### config.mk
export PLATFORM = sky130hd
export DESIGN_NAME = io_fabric
export DESIGN_NICKNAME = d
export VERILOG_FILES = /design/src/rtl/io_fabric.sv
export SDC_FILE = /design/constraint.sdc
export NUM_CORES = 1
export LEC_CHECK = 0
export CORE_AREA = 2 2 273 275
export CTS_CLUSTER_DIAMETER = 100
export CTS_CLUSTER_SIZE = 12
export DETAILED_ROUTE_END_ITERATION = 10
export DIE_AREA = 0 0 275 277
export GPL_TIMING_DRIVEN = 0
export PLACE_DENSITY = 0.45
export SYNTH_ARGS = -nofsm -noshare
export SYNTH_HDL_FRONTEND = slang
export SYNTH_SLANG_ARGS = --single-unit
### constraint.sdc
create_clock -name clk -period 3.2 [get_ports clk]
set_input_delay 0.64 -clock clk [delete_from_list [all_inputs] [get_ports clk]]
set_output_delay 0.64 -clock clk [all_outputs]
set_load 0.05 [all_outputs]
### src/rtl/io_fabric.sv
// io_fabric: decodes bus accesses into peripheral slots with handshake, timeout, decode errors and masked irq
module io_fabric #(
  parameter int NUM_SLOTS = 15,
  parameter int REG_AW = 5,
  parameter logic [NUM_SLOTS-1:0] SLOT_EN = '1,
  parameter int TIMEOUT_DEF = 255
) (
  input  logic                    clk,
  input  logic                    reset,
  input  logic                    bus_cs,
  input  logic                    bus_wr,
  input  logic                    bus_rd,
  input  logic [31:0]             bus_addr,
  input  logic [31:0]             bus_wr_data,
  output logic [31:0]             bus_rd_data,
  output logic                    bus_ready,
  output logic                    bus_err,
  output logic [NUM_SLOTS-1:0]    slot_cs,
  output logic [NUM_SLOTS-1:0]    slot_rd,
  output logic [NUM_SLOTS-1:0]    slot_wr,
  output logic [REG_AW-1:0]       slot_reg_addr,
  output logic [31:0]             slot_wr_data,
  input  logic [NUM_SLOTS*32-1:0] slot_rd_data,
  input  logic [NUM_SLOTS-1:0]    slot_ack,
  input  logic [NUM_SLOTS-1:0]    slot_irq,
  output logic                    irq
);
  localparam int SLOT_BITS = $clog2(NUM_SLOTS + 1);
  localparam int SW = 2 ** SLOT_BITS;
  localparam logic [SW-1:0] EN_EXT = SW'(SLOT_EN) | (SW'(1) << NUM_SLOTS);
  typedef enum logic [1:0] {IDLE, ACCESS, WAIT, RESP} state_t;
  state_t state, state_n;
  logic [SLOT_BITS-1:0] slot;
  logic [REG_AW-1:0] reg_a;
  logic [31:0] wdata, rdata, err_status, ctrl_rd, slot_data;
  logic rd_q, wr_q, err_q, ctrl, bad, ctrl_op, ack, expired, access_ok, unused;
  logic [15:0] cnt, timeout;
  logic [NUM_SLOTS-1:0] irq_mask;
  logic [SW-1:0] ack_ext, sel;
  logic [SW*32-1:0] rdx;
  assign ack_ext = SW'(slot_ack);
  assign rdx = (SW*32)'(slot_rd_data);
  assign sel = SW'(1) << slot;
  assign ctrl = slot == SLOT_BITS'(NUM_SLOTS);
  assign bad = (rd_q && wr_q) || !EN_EXT[slot];
  assign ctrl_op = ctrl && !bad;
  assign ack = ack_ext[slot];
  assign slot_data = rdx[{slot, 5'b0} +: 32];
  assign expired = timeout != '0 && cnt == timeout;
  assign access_ok = state == ACCESS && !bad && !ctrl;
  assign ctrl_rd = reg_a == REG_AW'(0) ? 32'(slot_irq) :
                   reg_a == REG_AW'(1) ? 32'(irq_mask) :
                   reg_a == REG_AW'(2) ? err_status :
                   reg_a == REG_AW'(3) ? {16'b0, timeout} : '0;
  assign slot_cs = access_ok || state == WAIT ? sel[NUM_SLOTS-1:0] : '0;
  assign slot_rd = access_ok && rd_q ? sel[NUM_SLOTS-1:0] : '0;
  assign slot_wr = access_ok && wr_q ? sel[NUM_SLOTS-1:0] : '0;
  assign slot_reg_addr = reg_a;
  assign slot_wr_data = wdata;
  assign bus_ready = state == RESP;
  assign bus_rd_data = bus_ready ? rdata : '0;
  assign bus_err = bus_ready && err_q;
  assign unused = ^{bus_addr[31:SLOT_BITS+REG_AW+2], bus_addr[1:0], sel[SW-1:NUM_SLOTS]};
  always_comb begin
    state_n = state;
    case (state)
      IDLE:    state_n = bus_cs && (bus_rd || bus_wr) ? ACCESS : IDLE;
      ACCESS:  state_n = bad || ctrl || ack ? RESP : WAIT;
      WAIT:    state_n = ack || expired ? RESP : WAIT;
      default: state_n = IDLE;
    endcase
  end
  always_ff @(posedge clk or negedge reset) begin
    if (!reset) state <= IDLE;
    else state <= state_n;
  end
  always_ff @(posedge clk or negedge reset) begin
    if (!reset) begin
      slot <= '0;
      reg_a <= '0;
      wdata <= '0;
      rd_q <= 1'b0;
      wr_q <= 1'b0;
      cnt <= '0;
      timeout <= 16'(TIMEOUT_DEF);
      irq_mask <= '0;
      err_status <= '0;
      rdata <= '0;
      err_q <= 1'b0;
      irq <= 1'b0;
    end else begin
      irq <= |(slot_irq & irq_mask);
      if (state == IDLE && bus_cs && (bus_rd || bus_wr)) begin
        slot <= bus_addr[SLOT_BITS+REG_AW+1:REG_AW+2];
        reg_a <= bus_addr[REG_AW+1:2];
        wdata <= bus_wr_data;
        rd_q <= bus_rd;
        wr_q <= bus_wr;
      end
      if (state == ACCESS) begin
        cnt <= 16'd1;
        err_q <= bad;
        rdata <= ctrl_op && rd_q ? ctrl_rd : access_ok && ack && rd_q ? slot_data : '0;
        if (bad && !err_status[31]) err_status <= {1'b1, 22'b0, 1'b0, 8'(slot)};
        if (ctrl_op && wr_q && reg_a == REG_AW'(1)) irq_mask <= wdata[NUM_SLOTS-1:0];
        if (ctrl_op && wr_q && reg_a == REG_AW'(2)) err_status <= '0;
        if (ctrl_op && wr_q && reg_a == REG_AW'(3)) timeout <= wdata[15:0];
      end
      if (state == WAIT) begin
        cnt <= cnt + 16'd1;
        err_q <= !ack && expired;
        rdata <= ack && rd_q ? slot_data : '0;
        if (!ack && expired && !err_status[31]) err_status <= {1'b1, 22'b0, 1'b1, 8'(slot)};
      end
    end
  end
endmodule
# After elaboration in Yosys (flattened, before gate mapping)
# Memory sizes are Yosys's and may differ from the RTL's.
# Cells that the tools add are included.
# word_totals
reg_bits,158
elab_cells,96
inputBits,579
rom_bits,16
memories,1
# memory_table
name,depth,width,read_ports,rd_clocked_by_memory_dff,wr,line,text
(no name shown),16,1,1,0,0,45,assign bad = (rd_q && wr_q) || !EN_EXT[slot];
# op_classes
n_reduce_logical,40
addsub,1
bitwise,1
n_mux,29
shifts,2
eq_ne,8
n_lt_le_gt_ge,1
# ops
cell,count
512-bit by 10-bit indexed part select with 32-bit output,1
32-bit 2-to-1 mux,14
16-bit 2-to-1 mux,3
15-bit 2-to-1 mux,3
1-bit logical AND,22
"16-bit by 1-bit adder with 16-bit output, second input constant",1
16-bit equality test,1
16-bit nonzero test,1
15-bit bitwise AND,1
15-bit OR reduction,1
"1-bit by 4-bit << shifter with 15-bit output, first input constant",1
"5-bit by 2-bit equality test with 1-bit output, second input constant",2
1-bit 2-to-1 mux,7
1-bit logical OR,6
2-bit case mux with 3 select lines,1
"5-bit by 1-bit equality test with 1-bit output, second input constant",1
1-bit logical NOT,5
5-bit logical NOT,1
"4-bit by 5-bit < comparator with 1-bit output, second input constant",1
1-bit binary-select mux with 4-bit select,1
"2-bit equality test, second input constant",2
"4-bit equality test, second input constant",1
2-bit AND reduction,2
"2-bit by 1-bit equality test with 1-bit output, second input constant",1
2 further kinds,2

# Logic depth before layout (Yosys ltp)
# Gate-level depths: netlist of the first run.
# logic_depth
depth_word,13
ltp_mapped,11
ltp_nobuf,7

# Worst setup path before layout of the first run
# Ideal clock, no wire load.
# synth_path
kind,register to output
start,reg slot[0]
end,out slot_cs[5]
arrival_ns,2.657
required_time_ns,2.560
stages_incl_launch_ff,7
slack_ns,-0.097
cell_sequence,dfrtp_1 -> buf_6 -> buf_6 -> buf_2 -> buf_1 -> nand2_1 -> nor4_1
# synth_via
elab_chain_len,9
word_cells_on_any_way,12
cone_classes,1 x eq/ne; 1 x shift; 2 x mux; 7 x reduce/logical; 1 x memory
# synth_lines
element,line,text
from (decl),33,logic [SLOT_BITS-1:0] slot;
from (signal assigned),94,slot <= bus_addr[SLOT_BITS+REG_AW+1:REG_AW+2];
memory 16 x 1 bit,--,
1-bit 2-to-1 mux (not written as such),45,
1-bit logical NOT,45,
1-bit logical OR,45,
1-bit logical NOT,50,assign access_ok = state == ACCESS && !bad && !ctrl;
1-bit logical AND (2 in series),50,
1-bit logical OR,55,assign slot_cs = access_ok || state == WAIT ? sel[NUM_SLOTS-1:0] : '0;
15-bit 2-to-1 mux (*),55,
to (decl),18,"output logic [NUM_SLOTS-1:0] slot_cs,"
# Mark *: on every way between the ends. The rest lies on a longest branch, timed or not. The select of a mux whose other input is x is not followed.

# Final worst setup path of the first run
# layout_path
start,reg state[0]
end,out bus_rd_data[14]
# layout_via
elab_chain_len,2
# layout_lines
element,line,text
from (decl),32,"state_t state, state_n;"
from (signal assigned),75,else state <= state_n;
2-bit equality test,60,assign bus_ready = state == RESP;
32-bit 2-to-1 mux,61,assign bus_rd_data = bus_ready ? rdata : '0;
to (decl),15,"output logic [31:0] bus_rd_data,"
# Every way passes these cells.

==> qor.csv, run 1 <==
metric;value;unit
drv_cap;0;
initial_utilization;15.5;%
totalPowerFinal;0.0149;W
first_pass_iters;5;
nets;2190;
grt_max_degree;91;
total_leakage_power;7.91;nW
area_growth;75.2;%
crit_type;reg2out;
crit_path_cell_trace;ha_2 > clkbuf_2 > and2_1 > clkdlybuf4s15_1;
die_h;277;um
max_slew_margin;18.8;%
grt_pass1_vias;12200;
worstPathRequired;2.56;ns
post_dp_cell_area;19400;sq um
wl;75700;um
cp-start-kind;flip-flop;
cp.arrival;2.44;ns
drv_slew;0;
grt_pass1_wl;101000;um
syn_nets;1496;
clk_latency;0.45;ns
worst_pin_slew;1.22;ns
fin_crit_sh;96.3;%
dieArea;76200;sq um
antenna_found_initial;45;
core_area;73600;sq um
dp_hpwl;65400;um
final_cell_mix;597 x clkdlybuf4s50_1, 150 x dfrtp_1, 133 x mux4_2, 76 x mux2_2, 75 x and2_1;
grt_overflow;0;
drt_drc_violations_left;0;
ys_seq_area_share;34.7;%
ir_drop;0.589;mV
layout-drive-gt1-share;21.9;%
vias_per_cell;4.36;
syn_inst;912;
fin_crit;3.08;ns
yosysUniqueCellTypes;49;
cts_buffers;17;
htreeDepth;4;
post-route-util;27.2;%
die_x;275;um
fin_area;20000;sq um
dp_cells;2554;
clkTransAtPathRegs;0.07;ns
hold_viol;0;
drt_iter0_drc;786;
yosys_warnings;0;
crit_path_end_kind;primary output;
rows;100;
status;complete, no violations;
critPathSlowestCell;clkdlybuf4s15_1;
path_buf_inv;2;
io_pins;696;
syn_area;11400;sq um
crit_family;buffers and inverters;
numClockSinks;158;
slowest_delay;0.65;ns
final_common_cell;clkdlybuf4s50_1;
place.gp.congestion;0.928;
critPathMaxFanout;10;
synth_seq_cells;158;
avgRoutedWirePerCell;29.0;um
fin_cells;2606;
fillers;7725;
final-setup-viol-count;0;
postSynthAreaPerCell;12.5;sq um
cts_buffer_depth;2;
vias;11400;
port_buffers;672;
grt_use_total;19.5;%
power_density;744;nW/um^2
fin_skew;0.0136;ns
cts_tree;done;
fmax;324;MHz
cts_root_buf;clkbuf_16;
route.antenna.remaining_nets;0;
hp-class;in2async;
rsz0062_at_grt;no;
cell type report:
class	count	area, sq um	area share, %
well taps	969	1210	6.06
inverters	6	27.5	0.138
clock inverters	15	165	0.826
plain buffers	77	474	2.37
multi-input cells	669	7050	35.2
diodes	18	45.0	0.225
clock buffers	17	425	2.13
flip-flops and latches	158	3960	19.8
repair buffers	677	6630	33.2
cells by family (layout without fill, tap and decap cells):
| kind of cell | after synthesis | in the layout | share of synthesized area [%] |
|---|---|---|---|
| XOR/XNOR | 27 | 27 | 2.07 |
| AND/OR/NAND/NOR | 284 | 284 | 12.7 |
| other | 0 | 18 | 0 |
| multiplexers | 255 | 255 | 39.5 |
| buffers and inverters | 85 | 792 | 4.00 |
| AO/OA/AOI/OAI | 98 | 98 | 6.41 |
| adder cells (fa/ha/maj) | 5 | 5 | 0.548 |
| flip-flops | 158 | 158 | 34.7 |
report_power, final:
part           internal (W)  leakage (nW)  switching, W
registers           0.00250          2.06      0.000404
logic               0.00429          5.56       0.00557
clock network       0.00111         0.295      0.000985
metrics by stage:
| stage | worst slack (ns) | hold slack, ns | TNS (ns) |
|---|---|---|---|
| 5_1_grt | 0.00103 | 0.210 | 0 |
| 4_1_cts | 0.00154 | 0.173 | 0 |
| 2_1_floorplan | -0.0973 | 0.344 | -0.292 |
| 3_3_place_gp | -5.54 | 0.464 | -917.85 |
| 3_5_place_dp | -1.23 | 0.466 | -65.53 |
| 6_report | 0.118 | 0.173 | 0 |
worst paths after layout:
kind	end	start	slack (ns)	cells after the start
max	bus_rd_data[14]	state[0]	0.12	4
max in group asynchronous	timeout[4]	reset	2.18	2
max reg2reg	rdata[1]	slot[1]	0.15	5
min	err_status[16]	reset	0.17	1
min in group clk	err_status[4]	err_status[4]	0.48	1
min reg2reg	err_status[4]	err_status[4]	0.48	1
synthesized netlist by cell type, drive strengths merged:
| cell | count | area [sq um] |
|---|---|---|
| a22oi | 4 | 30.0 |
| o211ai | 1 | 7.51 |
| xor2 | 20 | 175 |
| nor4b | 1 | 8.76 |
| nor2b | 25 | 156 |
| nor4 | 14 | 87.6 |
| nand2b | 5 | 31.3 |
| nand4 | 6 | 37.5 |
| a222oi | 1 | 10.0 |
| a211oi | 2 | 15.0 |
| and3 | 7 | 43.8 |
| o21ai | 41 | 205 |
| dfrtp | 150 | 3750 |
| a2bb2oi | 1 | 8.76 |
| clkinv | 1 | 3.75 |
| clkbuf | 46 | 173 |
| nor2 | 62 | 233 |
| a21oi | 1 | 5.00 |
| a22o | 5 | 43.8 |
| o41ai | 1 | 16.3 |
| nand2 | 61 | 229 |
| and2 | 75 | 469 |
| o31ai | 1 | 7.51 |
| mux2 | 76 | 856 |
| a221oi | 3 | 26.3 |
| nor3 | 3 | 15.0 |
| buf | 33 | 261 |
| inv | 5 | 18.8 |
| o2bb2ai | 1 | 8.76 |
| or4 | 1 | 7.51 |
| mux2i | 34 | 340 |
| a21o | 1 | 7.51 |
| mux4 | 145 | 3310 |
| nand3 | 18 | 90.1 |
| dfstp | 8 | 210 |
| a221o | 32 | 320 |
| a31oi | 3 | 18.8 |
| and4 | 1 | 8.76 |
| or3 | 2 | 12.5 |
| nand3b | 1 | 7.51 |
| ha | 5 | 62.6 |
| nor3b | 1 | 7.51 |
| xnor2 | 7 | 61.3 |
| or2 | 1 | 6.26 |
state kept, by name, indices dropped and copies added, names as in the netlist:
name and flops:
timeout 16, wr_q 1, err_status 32, slot_wr_data 32
state 2, slot 4, rdata 32, slot_reg_addr 5
irq_mask 15, err_q 1, cnt 16, irq 1
rd_q 1
routing by layer:
metal  vias up  GRT usage [%]  part of all wire (%)
li1       4943              -                     -
met1      5756           24.7                    41
met2       544           31.9                    49
met3        87           4.98                   7.8
met4        22           6.49                   2.2
met5         -              0                  0.20
what timing repair did:
action	4_1_cts	5_1_grt
hold buffers	0	0
pin swaps	2	0
setup endpoints to repair	136	43
setup buffers	4	0
resized for setup	258	32
No activity file was read; power rests on OpenSTA's default activity.
==> run 2, diff against run 1 <==
==> config.mk (replaced) <==
export PLATFORM = sky130hd
export DESIGN_NAME = io_fabric
export DESIGN_NICKNAME = d
export VERILOG_FILES = /design/src/rtl/io_fabric.sv
export SDC_FILE = /design/constraint.sdc
export NUM_CORES = 1
export LEC_CHECK = 0
export CORE_AREA = 2 2 271 273
export CTS_CLUSTER_DIAMETER = 100
export CTS_CLUSTER_SIZE = 12
export DETAILED_ROUTE_END_ITERATION = 10
export DIE_AREA = 0 0 273 275
export GPL_TIMING_DRIVEN = 0
export PLACE_DENSITY = 0.46
export SYNTH_ARGS = -nofsm -noshare
export SYNTH_HDL_FRONTEND = slang
export SYNTH_SLANG_ARGS = --single-unit
==> constraint.sdc (replaced) <==
create_clock -name clk -period 3.8 [get_ports clk]
set_input_delay 0.76 -clock clk [delete_from_list [all_inputs] [get_ports clk]]
set_output_delay 0.76 -clock clk [all_outputs]
set_load 0.05 [all_outputs]
==> run 2 against run 1 <==
Cell area about the same. Largest cell class unchanged. Routed wire length increased by 1.1%. First-iteration DRC count decreased by 20%. Die area decreased by 1.4%. Worst hold slack improved by 0.13 ns. Critical path depth unchanged. Non-clock buffer count decreased by 5. Flip-flop and latch count unchanged. Global-route usage increased by 0.47 points.
==> qor.csv, run 2 (same netlist as run 1, synthesis figures left out) <==
metric;value;unit
avgRoutedWirePerCell;29.6;um
grt_use_total;19.9;%
cts_root_buf;clkbuf_16;
crit_family;buffers and inverters;
cts_hold_buf;0;
dp_cells;2544;
ir_drop;0.389;mV
crit_path_end_kind;primary output;
port_buffers;672;
layout-drive-gt1-share;18.8;%
nets;2185;
clk_latency;0.46;ns
fin_skew;0.00994;ns
path_buf_inv;2;
totalPowerFinal;0.0125;W
dieArea;75100;sq um
hold_viol;0;
drt_iter0_drc;630;
cp-start-kind;flip-flop;
seq_area;3960;sq um
post_dp_cell_area;19400;sq um
final_common_cell;clkdlybuf4s50_1;
final-setup-viol-count;0;
pre_cts_ws;-0.701;ns
slowest_delay;0.85;ns
setup_ws;0.182;ns
initial_utilization;15.8;%
hp-class;in2async;
fillers;7626;
core_area;72300;sq um
vias;11400;
fin_area;20000;sq um
wl;76500;um
drv_cap;0;
r2r-start;slot[1];
numClockSinks;158;
crit_path_cell_trace;ha_2 > clkbuf_1 > and2_1 > clkdlybuf4s50_1;
grt_overflow;0;
multi_input_area;7010;sq um
die_h;275;um
max_slew_margin;23.1;%
final_cell_mix;629 x clkdlybuf4s50_1, 150 x dfrtp_1, 133 x mux4_2, 76 x mux2_2, 75 x and2_1;
cts_tree;done;
critPathMaxFanout;10;
grt_pass1_wl;102000;um
cts_buffers;17;
dp_hpwl;66600;um
fin_crit_sh;95.2;%
fin_tns_setup;0;ns
rsz0062_at_grt;no;
fin_crit;3.62;ns
worst_pin_slew;1.15;ns
first_pass_iters;5;
worstReg2RegEnd;err_status[20];
r2r_setup_slack;0.32;ns
power_density;623;nW/um^2
clkTransAtPathRegs;0.07;ns
antenna_found_initial;41;
htreeDepth;4;
worstPathRequired;3.04;ns
rows;99;
drt_drc_violations_left;0;
crit_type;reg2out;
io_pins;696;
vias_per_cell;4.40;
grt_max_degree;86;
die_x;273;um
place.gp.congestion;0.887;
fmax;276;MHz
fin_cells;2582;
critPathSlowestCell;clkdlybuf4s50_1;
cts_buffer_depth;2;
status;complete, no violations;
drv_slew;0;
cp.arrival;2.86;ns
area_growth;75.2;%
grt_pass1_vias;12000;
route.antenna.remaining_nets;0;
total_leakage_power;7.92;nW
rr_worst_depth;7;
[run 2: cell types whose count changed in the layout (fill, tap and decap cells not counted), moves of 5 or more]
cell             delta
clkbuf_4            -6
dlymetal6s2s_1      +6
diode_2             -9
clkdlybuf4s50_1    +32
clkdlybuf4s15_2    -12
clkbuf_2            +8
buf_2              -20
buf_4               -5
[run 2: cell type report]
| class | instances | area share (%) |
|---|---|---|
| Inverter | 6 | 0.138 |
| Clock inverter | 14 | 1.03 |
| Timing Repair Buffer | 675 | 33.6 |
| Clock buffer | 18 | 2.15 |
| Buffer | 74 | 2.13 |
| Sequential cell | 158 | 19.8 |
| Multi-Input combinational cell | 669 | 35.1 |
| Antenna cell | 9 | 0.113 |
| Tap cell | 959 | 6.00 |
[run 2: repair_timing]
| action | CTS | global route |
|---|---|---|
| buffers inserted | 2 | 0 |
| pin swaps | 1 | 0 |
| gates resized for setup | 57 | 30 |
| gates cloned | 0 | 0 |
| endpoints found under the setup margin | 65 | 22 |
[run 2: power breakdown]
part	leakage [nW]	switching, W	internal [W]
registers	2.06	0.000334	0.00210
logic	5.56	0.00458	0.00356
clock network	0.305	0.000820	0.00106
total	7.92	0.00574	0.00672
[run 2: routing by layer]
layer  track usage [%]  vias up  share of wire, %  routed length [um]
met1              25.2     5838                42               31900
li1                  -     4923                 -                   -
met5                 0        -              0.16                 121
met3              4.85       92               6.9                5270
met2              34.5      487                49               37900
met4              3.88       20               1.8                1370
[run 2: worst register-to-register path: stages, from the launching register on]
cell and delay [ns]:
dfrtp_1 0.37, buf_6 0.28, mux2_2 0.47, a221oi_1 0.97, a2bb2oi_1 0.40, a31oi_1 0.22
clkbuf_1 0.36, and2_1 0.28
[run 2: per-stage QoR]
stage	hold slack [ns]	utilization, %
after floorplan	0.448	-
after global placement	0.463	26.7
after detailed placement	0.466	26.8
after CTS	0.332	27.6
after global routing	0.353	27.6
final	0.307	27.6
[run 2: worst max-delay path by stage]
stage / startpoint / to / slack [ns] / cells past startpoint
2_1_floorplan: slot[0] / slot_cs[5] / 0.38 / 6
3_3_place_gp: reset / rdata[26] / -5.17 / 1
3_5_place_dp: slot[1] / slot_rd[2] / -0.70 / 8
4_1_cts: slot[3] / slot_rd[9] / 0.0002 / 7
5_1_grt: state[1] / slot_wr[7] / 0.002 / 7
6_report: state[0] / bus_rd_data[14] / 0.18 / 4
